## src/rtl/mem_stage.sv

```systemverilog
// Memory stage: passes ALU results through or runs one load/store on the data bus.
// Latency: 1 cycle for pass-through and misaligned results; 1 cycle after ack (or timeout) for bus accesses.
// Backpressure: ready_o drops while a bus access is outstanding; upstream holds valid_i until accepted.
module mem_stage #(
    parameter int unsigned MAX_WAIT = 15
) (
    input  logic        clk,
    input  logic        rst,
    input  logic        valid_i,
    output logic        ready_o,
    input  logic [31:0] alu_result_i,
    input  logic [31:0] rs2_i,
    input  logic [31:0] pc_plus4_i,
    input  logic        mem_read_i,
    input  logic        mem_write_i,
    input  logic [2:0]  funct3_i,
    input  logic [4:0]  rd_i,
    input  logic        reg_write_i,
    input  logic [1:0]  wb_sel_i,
    output logic        dmem_req_o,
    output logic        dmem_we_o,
    output logic [31:0] dmem_addr_o,
    output logic [31:0] dmem_wdata_o,
    output logic [3:0]  dmem_be_o,
    input  logic        dmem_ack_i,
    input  logic [31:0] dmem_rdata_i,
    output logic        valid_o,
    output logic [4:0]  rd_o,
    output logic        reg_write_o,
    output logic [31:0] wb_data_o,
    output logic        misalign_o,
    output logic        bus_err_o
);

    typedef enum logic {IDLE, WAIT} state_t;

    state_t      state_q, state_d;
    logic [7:0]  cnt_q, cnt_d;
    // Context of the outstanding access, captured at accept.
    logic        store_q, store_d;
    logic [2:0]  f3_q, f3_d;
    logic [1:0]  off_q, off_d;
    logic        sel_mem_q, sel_mem_d;
    logic [4:0]  rd_pend_q, rd_pend_d;
    logic        rw_pend_q, rw_pend_d;
    logic [31:0] pass_q, pass_d;
    // Registered outputs.
    logic        req_q, req_d;
    logic        we_q, we_d;
    logic [31:0] addr_q, addr_d;
    logic [31:0] wdata_q, wdata_d;
    logic [3:0]  be_q, be_d;
    logic        valid_q, valid_d;
    logic [4:0]  rd_q, rd_d;
    logic        rw_q, rw_d;
    logic [31:0] wb_q, wb_d;
    logic        mis_q, mis_d;
    logic        berr_q, berr_d;

    logic        accept;
    logic        is_mem;
    logic        misaligned;
    logic [31:0] pass_val;
    logic [7:0]  ld_byte;
    logic [15:0] ld_half;
    logic [31:0] ld_val;

    assign ready_o = (state_q == IDLE) && !rst;

    // Next-state, access setup, load extraction and completion logic.
    always_comb begin
        state_d   = state_q;
        cnt_d     = cnt_q;
        store_d   = store_q;
        f3_d      = f3_q;
        off_d     = off_q;
        sel_mem_d = sel_mem_q;
        rd_pend_d = rd_pend_q;
        rw_pend_d = rw_pend_q;
        pass_d    = pass_q;
        req_d     = req_q;
        we_d      = we_q;
        addr_d    = addr_q;
        wdata_d   = wdata_q;
        be_d      = be_q;
        valid_d   = 1'b0;
        rd_d      = rd_q;
        rw_d      = rw_q;
        wb_d      = wb_q;
        mis_d     = 1'b0;
        berr_d    = 1'b0;

        accept   = valid_i && ready_o;
        is_mem   = mem_read_i || mem_write_i;
        pass_val = (wb_sel_i == 2'b10) ? pc_plus4_i : alu_result_i;

        // funct3[1:0]: 00 byte, 01 halfword, otherwise word.
        case (funct3_i[1:0])
            2'b00:   misaligned = 1'b0;
            2'b01:   misaligned = alu_result_i[0];
            default: misaligned = |alu_result_i[1:0];
        endcase

        case (off_q)
            2'b00:   ld_byte = dmem_rdata_i[7:0];
            2'b01:   ld_byte = dmem_rdata_i[15:8];
            2'b10:   ld_byte = dmem_rdata_i[23:16];
            default: ld_byte = dmem_rdata_i[31:24];
        endcase
        ld_half = off_q[1] ? dmem_rdata_i[31:16] : dmem_rdata_i[15:0];
        case (f3_q[1:0])
            2'b00:   ld_val = {{24{ld_byte[7] & ~f3_q[2]}}, ld_byte};
            2'b01:   ld_val = {{16{ld_half[15] & ~f3_q[2]}}, ld_half};
            default: ld_val = dmem_rdata_i;
        endcase

        case (state_q)
            IDLE: begin
                if (accept) begin
                    rd_pend_d = rd_i;
                    rw_pend_d = reg_write_i && (rd_i != 5'd0);
                    pass_d    = pass_val;
                    if (!is_mem) begin
                        valid_d = 1'b1;
                        rd_d    = rd_i;
                        rw_d    = reg_write_i && (rd_i != 5'd0);
                        wb_d    = pass_val;
                    end else if (misaligned) begin
                        valid_d = 1'b1;
                        mis_d   = 1'b1;
                        rd_d    = rd_i;
                        rw_d    = 1'b0;
                        wb_d    = pass_val;
                    end else begin
                        state_d   = WAIT;
                        cnt_d     = 8'd0;
                        store_d   = mem_write_i;
                        f3_d      = funct3_i;
                        off_d     = alu_result_i[1:0];
                        sel_mem_d = (wb_sel_i == 2'b01);
                        req_d     = 1'b1;
                        we_d      = mem_write_i;
                        addr_d    = {alu_result_i[31:2], 2'b00};
                        if (mem_write_i) begin
                            case (funct3_i[1:0])
                                2'b00: begin
                                    be_d    = 4'b0001 << alu_result_i[1:0];
                                    wdata_d = {4{rs2_i[7:0]}};
                                end
                                2'b01: begin
                                    be_d    = alu_result_i[1] ? 4'b1100 : 4'b0011;
                                    wdata_d = {2{rs2_i[15:0]}};
                                end
                                default: begin
                                    be_d    = 4'b1111;
                                    wdata_d = rs2_i;
                                end
                            endcase
                        end else begin
                            be_d    = 4'b0000;
                            wdata_d = 32'd0;
                        end
                    end
                end
            end
            WAIT: begin
                // Ack takes priority over the timeout in the same cycle.
                if (dmem_ack_i) begin
                    state_d = IDLE;
                    req_d   = 1'b0;
                    valid_d = 1'b1;
                    rd_d    = rd_pend_q;
                    rw_d    = rw_pend_q && !store_q;
                    wb_d    = sel_mem_q ? ld_val : pass_q;
                end else if (cnt_q == 8'(MAX_WAIT - 1)) begin
                    state_d = IDLE;
                    req_d   = 1'b0;
                    valid_d = 1'b1;
                    berr_d  = 1'b1;
                    rd_d    = rd_pend_q;
                    rw_d    = 1'b0;
                    wb_d    = pass_q;
                end else begin
                    cnt_d = cnt_q + 8'd1;
                end
            end
            default: state_d = IDLE;
        endcase
    end

    // State and output registers with synchronous reset.
    always_ff @(posedge clk) begin
        if (rst) begin
            state_q   <= IDLE;
            cnt_q     <= 8'd0;
            store_q   <= 1'b0;
            f3_q      <= 3'd0;
            off_q     <= 2'd0;
            sel_mem_q <= 1'b0;
            rd_pend_q <= 5'd0;
            rw_pend_q <= 1'b0;
            pass_q    <= 32'd0;
            req_q     <= 1'b0;
            we_q      <= 1'b0;
            addr_q    <= 32'd0;
            wdata_q   <= 32'd0;
            be_q      <= 4'd0;
            valid_q   <= 1'b0;
            rd_q      <= 5'd0;
            rw_q      <= 1'b0;
            wb_q      <= 32'd0;
            mis_q     <= 1'b0;
            berr_q    <= 1'b0;
        end else begin
            state_q   <= state_d;
            cnt_q     <= cnt_d;
            store_q   <= store_d;
            f3_q      <= f3_d;
            off_q     <= off_d;
            sel_mem_q <= sel_mem_d;
            rd_pend_q <= rd_pend_d;
            rw_pend_q <= rw_pend_d;
            pass_q    <= pass_d;
            req_q     <= req_d;
            we_q      <= we_d;
            addr_q    <= addr_d;
            wdata_q   <= wdata_d;
            be_q      <= be_d;
            valid_q   <= valid_d;
            rd_q      <= rd_d;
            rw_q      <= rw_d;
            wb_q      <= wb_d;
            mis_q     <= mis_d;
            berr_q    <= berr_d;
        end
    end

    assign dmem_req_o   = req_q;
    assign dmem_we_o    = we_q;
    assign dmem_addr_o  = addr_q;
    assign dmem_wdata_o = wdata_q;
    assign dmem_be_o    = be_q;
    assign valid_o      = valid_q;
    assign rd_o         = rd_q;
    assign reg_write_o  = rw_q;
    assign wb_data_o    = wb_q;
    assign misalign_o   = mis_q;
    assign bus_err_o    = berr_q;

endmodule

```

## config.mk

```make
export PLATFORM = sky130hd
export DESIGN_NAME = mem_stage
export DESIGN_NICKNAME = d
export VERILOG_FILES = /design/src/rtl/mem_stage.sv
export SDC_FILE = /design/constraint.sdc
export NUM_CORES = 1
export LEC_CHECK = 0
export CAP_MARGIN = 15
export CORE_MARGIN = 10
export CORE_UTILIZATION = 50
export CTS_BUF_LIST = sky130_fd_sc_hd__clkbuf_16
export DETAILED_ROUTE_END_ITERATION = 8
export PLACE_DENSITY = 0.91
export SETUP_SLACK_MARGIN = 0.1
export SYNTH_ARGS = -nofsm -noshare
export SYNTH_HDL_FRONTEND = slang
export SYNTH_SLANG_ARGS = --single-unit
```

## constraint.sdc

```tcl
create_clock -name clk -period 5.4 [get_ports clk]
set_input_delay 1.08 -clock clk [delete_from_list [all_inputs] [get_ports clk]]
set_output_delay 1.08 -clock clk [all_outputs]
set_load 0.02 [all_outputs]
```

Word level (Yosys, flattened, before mapping)
Index checks and enable logic that the tools add are counted.
Widths: inputs -> output; s select.
{"block": "totals", "register_bits": 162, "word_cells": 113, "output_inout_bits": 112, "inputBits": 145}
{"block": "classes", "add_sub_neg": 1, "reduce_logical": 19, "shift": 1, "n_bitwise": 7, "muxes": 52, "eq_ne": 14}
{"operator": "$mux 32", "count": 8}
{"operator": "$pmux 32 s2", "count": 3}
{"operator": "$mux 8", "count": 5}
{"operator": "$mux 5", "count": 5}
{"operator": "$pmux 8 s3", "count": 1}
{"operator": "$mux 1", "count": 19}
{"operator": "$mux 16", "count": 1}
{"operator": "$pmux 8 s2", "count": 1}
{"operator": "$ne 2x2->1 const B", "count": 5}
{"operator": "$pmux 1 s2", "count": 5}
{"operator": "$pmux 5 s2", "count": 1}
{"operator": "$add 8x1->8 const B", "count": 1}
{"operator": "$eq 2x1->1 const B", "count": 4}
{"operator": "$eq 8x4->1 const B", "count": 1}
{"operator": "$mux 4", "count": 2}
{"operator": "$pmux 4 s2", "count": 1}
{"operator": "$reduce_and 4->1", "count": 2}
{"operator": "$logic_not 2->1", "count": 3}
{"operator": "$not 1->1", "count": 5}
{"operator": "$reduce_and 5->1", "count": 1}
{"operator": "$reduce_bool 5->1", "count": 1}
{"operator": "$eq 2x2->1 const B", "count": 2}
{"operator": "$logic_and 1x1->1", "count": 4}
{"operator": "$reduce_or 4->1", "count": 1}
{"operator": "other kinds (10)", "count": 12}

Depth between registers and ports, before layout
Gate-level depths: netlist of the first run.
{"block": "depth", "depth_word": 7, "ltp_mapped": 9, "ltp_nobuf": 7}

Least setup slack after synthesis of the first run
No wires, ideal clock.
{"block": "synth_path", "path_type": "input -> output", "start": "input rst", "end": "output ready_o", "stages": 3, "n_path_buf": 2, "t_arrival_ns": 1.791, "required_time_ns": 4.320, "slack_ns": 2.529, "path_cell_list": "clkbuf_1 -> clkbuf_1 -> nor2_1"}
{"block": "synth_via", "elab_chain_cells": 2}
{"item": "start: declaration", "line": "8", "text": "input logic rst,"}
{"item": "$logic_not 1->1", "line": "68", "text": "assign ready_o = (state_q == IDLE) && !rst;"}
{"item": "$logic_and 1x1->1", "line": "68"}
{"item": "end: declaration", "line": "10", "text": "output logic ready_o,"}
Every way passes these cells.

Worst setup path in the final report of the first run
{"block": "layout_path", "start": "input valid_i", "end": "register wb_q[20] (netlist: wb_data_o[20])"}
{"block": "layout_via", "elab_chain_cells": 3}
{"item": "start: declaration", "line": "9", "text": "input logic valid_i,"}
{"item": "$logic_and 1x1->1", "line": "93", "text": "accept = valid_i && ready_o;"}
{"item": "$ne 2x2->1 (no source line)"}
{"item": "$reduce_and 3->1 (no source line)"}
{"item": "end signal: assignment", "line": "232", "text": "wb_q <= wb_d;"}
{"item": "end: declaration", "line": "56", "text": "logic [31:0] wb_q, wb_d;"}
Every way passes these cells.
A chain may end at the register's enable or synchronous reset.

==> metrics.md, run 1 <==
| Metric | Value |
|---|---|
| Outcome | `finished, final reports clean` |
| # IOs | `257` |
| Initial antenna violation count | `2` |
| FF+latch count, synth | `162` |
| Layout cell share with drive strength beyond 1 | `8.14%` |
| Via count | `8,146` |
| Met2 usage | `40.8%` |
| EDFF count, synth | `0` |
| DRT iter0 DRCs | `784` |
| YS warnings | `0` |
| CTS tree | `built` |
| Worst hold margin | `452 ps` |
| RSZ-0062 raised after global routing | `no` |
| Met1 Resource Use GR | `29.9%` |
| Detailed Route WL | `28,200 µm` |
| Final worst path period share | `71.4%` |
| Fin crit period | `3850 ps` |
| Worst Setup Slack, final | `1550 ps` |
| Slew @ Worst Pin | `1120 ps` |
| Clock root buffer | `clkbuf_16` |
| Setup CP Type | `primary input to flip-flop` |
| Initial core utilization | `51.4%` |
| Distinct cell type count after synthesis | `57` |
| Register area | `0.00324 mm²` |
| Fraction of registers with async set/reset | `0%` |
| Hold Path Class | `flip-flop to flip-flop` |
| GPL Wtd Cong | `0.946` |
| Grt met3 use | `8.85%` |
| Hold_buf cts | `0` |
| Worst Path Arrival | `4200 ps` |
| Max IR drop VDD | `0.231 mV` |
| Chip width | `145 µm` |
| Vias in the first global route | `7,915` |
| DR WL/cell | `20.1 µm` |
| Slew headroom | `25.2%` |
| Setup Skew | `9.35 ps` |
| Worst Setup End Kind | `flip-flop` |
| Share of the synthesized area in the top cell type | `41.4%` |
| Gr usage total | `25.4%` |
| Final core occ | `71.7%` |
| Design Area, Final | `0.0109 mm²` |
| Top cell types by occurrence after synthesis | `dfxtp_1, nand2_1, a21oi_1` |
| Worst-skew pair later-pin latency | `430 ps` |
| Synthesized area per cell | `8.03 µm²` |
| DRC Markers | `0` |
| Setup_tns | `0 ps` |
| Layout area overhead | `39.6%` |
| Number of fillers in the final layout | `1,164` |
| CP startpoint kind | `primary input` |
| DR pass1 iterations | `5` |
| Remaining antenna violation count | `0` |
| Mean number of vias per cell | `5.81` |
| First-pass GRT wire length | `43,800 µm` |
| Max_cap viols | `0` |
| # setup viols final | `0` |
| Area leader, netlist | `dfxtp_1` |
| Synth Instances | `976` |
| Final slew viol count | `0` |
| Footprint of the multi-input gates | `0.00417 mm²` |
| WP data required | `5750 ps` |
| CTS buffer count | `17` |
| Total gr overflow | `0` |
| Die Footprint | `0.0211 mm²` |
| Total Nets Final | `1,325` |
| Largest net degree at the start of global routing | `79` |
| PD cells | `272 mW/mm²` |
| DP Area | `0.0104 mm²` |
| Post-CTS setup buffers | `0` |
| Sequential share of the synthesized area | `41.4%` |
| Chip height | `145 µm` |
| CTS clk-pin slew, worst paths | `60 ps` |
| Count leader, synth | `dfxtp_1` |
| Crit path max fanout | `72` |
| GR peak layer | `met2` |
| Fin. Hold Viols | `0` |
| FP Rows | `45` |
| Post-Syn Area | `0.00784 mm²` |
| Synth area leaders | `dfxtp_1, nand2_1, a21oi_1, mux2i_1, o21ai_0` |
| CTS HTree Levels | `4` |
| Main synth FF type | `dfxtp_1` |
| Max Clock Freq | `260 MHz` |
| Total clock sinks | `162` |
| CTS Buffer Depth | `2` |
| Number of buffers added on ports | `254` |
| HPWL reported at the end of detailed placement | `20,400 µm` |
| Core area | `0.0153 mm²` |
| Dpl ws | `1190 ps` |
| Post-cts sizing count | `0` |
| Leakage | `3.82 nW` |
[power by group]
group          total (W)  switching [W]  internal [W]
logic           0.000509       0.000271      0.000238
clock network    0.00118       0.000502      0.000674
registers        0.00129      0.0000359       0.00125
total            0.00297       0.000809       0.00217
[through the flow]
stage          total power (W)  instances
3_5_place_dp           0.00182       1370
5_1_grt                0.00307       1403
2_1_floorplan          0.00156        977
3_3_place_gp           0.00180       1370
6_report               0.00297       1403
4_1_cts                0.00298       1402
[flip-flops by register name, summed over array words and instances, names as in the netlist, 4 cells and up]
signal        cells
cnt_q             8
dmem_addr_o      30
dmem_wdata_o     32
rd_o              5
wb_data_o        32
pass_q           32
rd_pend_q         5
dmem_be_o         4
[layout make-up]
type	instances	share of cell area (%)
clock inverters	15	1.29
clock buffers	17	3.89
diodes	1	0.0229
multi-input cells	717	38.1
well taps	211	2.41
inverters	10	0.343
flip-flops and latches	162	29.7
repair buffers	270	24.3
[worst max-delay path, stage by stage]
cell,delay (ps)
clkdlybuf4s50_1,460
or3b_2,430
buf_4,340
a31oi_1,290
or2_1,880
buf_4,410
nor2_1,80
a211oi_2,200
[logic make-up (layout without fill, tap and decap cells)]
logic type	Yosys count	in the layout	share of synthesized area [%]
fa+ha+maj	2	2	0.319
mux	65	65	8.56
simple gates	382	382	21.9
other cells	1	3	0.0479
buf+inv	98	312	5.64
compound gates	260	260	21.5
xor+xnor	6	6	0.671
flops	162	162	41.4
[layout by cell type, fill, tap and decap left out, drive strengths merged, types with 3 or more instances in the layout]
master / n
a211oi: 21
a21boi: 5
a21oi: 100
and2: 12
and3: 8
buf: 17
clkbuf: 17
clkdlybuf4s50: 253
clkinv: 10
dfxtp: 162
inv: 11
mux2: 16
mux2i: 49
nand2: 161
nand2b: 4
nand3: 75
nand3b: 3
nand4: 3
nor2: 84
nor2b: 8
nor3: 7
o2111ai: 3
o211ai: 11
o21ai: 79
o221ai: 16
o311ai: 11
or2: 3
or4b: 3
xor2: 5
[final timing paths]
kind / from / end / slack [ps] / cells after the start
max reg2reg: state_q / wb_data_o[20] / 2070 / 7
max: valid_i / wb_data_o[20] / 1550 / 8
min: dmem_wdata_o[16] / dmem_wdata_o[16] / 450 / 2
min reg2reg: dmem_wdata_o[16] / dmem_wdata_o[16] / 450 / 2
[layer usage]
metal  routed length (µm)  up-vias  part of all wire, %
li1                     -     3833                    -
met4                  982        2                  3.5
met1                10800     3790                   38
met5                   13        -                0.046
met3                 3190       76                   11
met2                13300      445                   47
Note: power is estimated with default switching activity, not from simulation.
==> run 2: changes to the inputs <==
CORE_UTILIZATION = 47   (was 50)
PLACE_DENSITY = 0.87   (was 0.91)
clock period = 3.8 ns   (was 5.4 ns; I/O delays follow)
==> run 2 against run 1 <==
Sequential power rose by 43%. Count of clock-buffer cells in the layout did not move. Non-clock buffer count rose by 3. Core utilization fell by 4.8 points. Register-to-register slack got worse by 910 ps. Critical path type is now flip-flop to output pin. Power rose by 44%. Highest routed layer is now met4. First-iteration DRC count fell by 6.5%. Clock skew rose by 0.52 ps. Via count fell by 0.98%. Sequential share of layout area fell by 0.20 points. Worst hold slack got worse by 0.83 ps. Cell count rose by 0.93%. Largest cell class unchanged.
==> metrics.md, run 2 (synthesized netlist as in run 1, its figures left out) <==
| Metric | Value |
|---|---|
| Chip height | `149 µm (+2.7%)` |
| Via count | `8,066 (-0.98%)` |
| Max Clock Freq | `324 MHz` |
| Fin crit period | `3090 ps` |
| Hold_buf cts | `0 (unchanged)` |
| R2r setup slk | `1160 ps (-910 ps)` |
| Crit-path max cell delay | `630 ps (-250 ps)` |
| CTS buffer count | `17 (unchanged)` |
| Setup Skew | `9.87 ps (+0.523 ps)` |
| Layout cell share with drive strength beyond 1 | `8.38% (+0.23 points)` |
| Total clock sinks | `162 (unchanged)` |
| Crit path max fanout | `54 (-25%)` |
| Outcome | `finished, final reports clean` |
| Number of fillers in the final layout | `1,357 (+17%)` |
| Slew headroom | `26.7% (+1.4 points)` |
| HP Start | `wb_data_o[1]` |
| WHS Path Cells | `2 (unchanged)` |
| Core area | `0.0165 mm² (+7.9%)` |
| WP data required | `3040 ps (-2710 ps)` |
| First-pass GRT wire length | `44,400 µm (+1.2%)` |
| Post-cts sizing count | `0 (unchanged)` |
| Clock root buffer | `clkbuf_16` |
| Max_cap viols | `0 (unchanged)` |
| Final worst path period share | `81.2%` |
| DRT iter0 DRCs | `733 (-6.5%)` |
| Initial core utilization | `47.6% (-3.8 points)` |
| Gr usage total | `24.9% (-0.50 points)` |
| WP buf/inv | `2 (-1)` |
| Worst Setup End Kind | `output pin` |
| CTS HTree Levels | `4 (unchanged)` |
| Chip width | `149 µm (+2.7%)` |
| Reg-to-Reg End | `wb_data_o[0]` |
| Worst path depth | `3 (-5)` |
| CTS tree | `built` |
| Hold Path Class | `flip-flop to flip-flop` |
| DR pass1 iterations | `6 (+1)` |
| Leakage | `3.85 nW (+0.71%)` |
| Die Footprint | `0.0222 mm² (+5.5%)` |
| Worst-skew pair later-pin latency | `430 ps (about the same)` |
| Vias in the first global route | `8,011 (+1.2%)` |
| Hold Path End | `wb_data_o[1]` |
| Max IR drop VDD | `0.320 mV (+39%)` |
| CTS Buffer Depth | `2 (unchanged)` |
| Fin. Hold Viols | `0 (unchanged)` |
| FP Rows | `47 (+4.4%)` |
| Final slew viol count | `0 (unchanged)` |
| Mean number of vias per cell | `5.70 (-1.9%)` |
| RSZ-0062 raised after global routing | `no` |
| Commonest non-fill, non-tap cell in the layout | `clkdlybuf4s50_1` |
| CP max-delay cell | `clkdlybuf4s50_1` |
| Slew @ Worst Pin | `1100 ps (-23.6 ps)` |
| Final core occ | `66.9% (-4.8 points)` |
| RR Startpoint | `f3_q[1]` |
| Most frequent cells in the layout | `clkdlybuf4s50_1, nand2_1, dfxtp_1` |
| Total Nets Final | `1,328 (+0.23%)` |
| Initial antenna violation count | `0 (-2)` |
| Remaining antenna violation count | `0 (unchanged)` |
| Number of buffers added on ports | `254 (unchanged)` |
| Detailed Route WL | `28,200 µm (about the same)` |
| Cell Chain, Critical Path | `buf_4, nor2_1, clkdlybuf4s50_1` |
| Setup_tns | `0 ps (unchanged)` |
| CP startpoint kind | `flip-flop` |
| HPWL reported at the end of detailed placement | `20,500 µm (+0.46%)` |
| FF-to-FF path depth | `5 (-2)` |
| PD cells | `390 mW/mm² (+43%)` |
| Worst Path Arrival | `2330 ps (-1870 ps)` |
| GPL Wtd Cong | `0.940 (-0.54%)` |
| # IOs | `257 (unchanged)` |
| Post-CTS setup buffers | `0 (unchanged)` |
| Total gr overflow | `0 (unchanged)` |
| DRC Markers | `0 (unchanged)` |
| # setup viols final | `0 (unchanged)` |
| Setup CP Type | `flip-flop to output pin` |
| Largest net degree at the start of global routing | `72 (-8.9%)` |
| Layout area overhead | `40.6%` |
| Top Family by Delay on Critical Path | `buffers and inverters` |
| DR WL/cell | `19.9 µm (-1.0%)` |
| CTS clk-pin slew, worst paths | `60 ps (about the same)` |
==> run 2: changes by cell type in the layout (fill, tap and decap cells not counted) <==
cell,previous run,this run
buf_12,0,1
buf_4,17,19
bufinv_16,2,3
clkinv_1,3,4
clkinv_2,4,2
diode_2,1,2
or2_1,1,0
or2_2,2,3
==> run 2: worst register-to-register path, stage by stage, from the launching register on <==
cell      delay, ps
dfxtp_1         650
nor2b_1        1030
a21boi_0        260
nor3_1           90
o311ai_0        340
a21oi_1         130
==> run 2: metrics by stage <==
| step | hold WS, ps | cells | worst slack (ps) | power [W] | cell area [µm²] |
|---|---|---|---|---|---|
| 4_1_cts | 452 | 1414 | 750 | 0.00431 | 11000 |
| 5_1_grt | 463 | 1414 | 638 | 0.00445 | 11000 |
| 6_report | 451 | 1416 | 714 | 0.00430 | 11000 |
| 3_3_place_gp | 437 | 1382 | 821 | 0.00257 | 10400 |
| 3_5_place_dp | 443 | 1382 | 746 | 0.00258 | 10400 |
| 2_1_floorplan | 434 | 977 | 1570 | 0.00222 | 7840 |
==> run 2: cell type report <==
class	count	area (µm²)	area share, %
sequential	162	3240	29.5
clock buffer	17	425	3.86
multi-input combinational	717	4170	37.8
tap	220	275	2.50
inverter	10	37.5	0.341
clock inverter	15	165	1.50
antenna	2	5.00	0.0454
timing repair buffer	273	2700	24.5
==> run 2: routing by layer <==
layer  part of all wire (%)  vias to the layer above  wire, µm  GRT usage (%)
li1                       -                     3835         -              -
met1                     39                     3792     10900           29.3
met2                     47                      381     13400           41.1
met3                     12                       58      3270           9.47
met4                    2.4                        0       672           7.46
met5                      0                        -         0              0
==> run 2: worst max path at each step <==
stage            start  slack (ps)       endpoint
6_report       state_q         710        ready_o
5_1_grt        state_q         640        ready_o
4_1_cts        state_q         750        ready_o
3_5_place_dp   valid_i         750  wb_data_o[18]
3_3_place_gp   valid_i         820  wb_data_o[21]
2_1_floorplan      rst        1570        ready_o
==> run 2: power by group <==
group	switching, W	internal [W]
registers	0.0000544	0.00178
clock network	0.000716	0.00103
logic	0.000377	0.000341
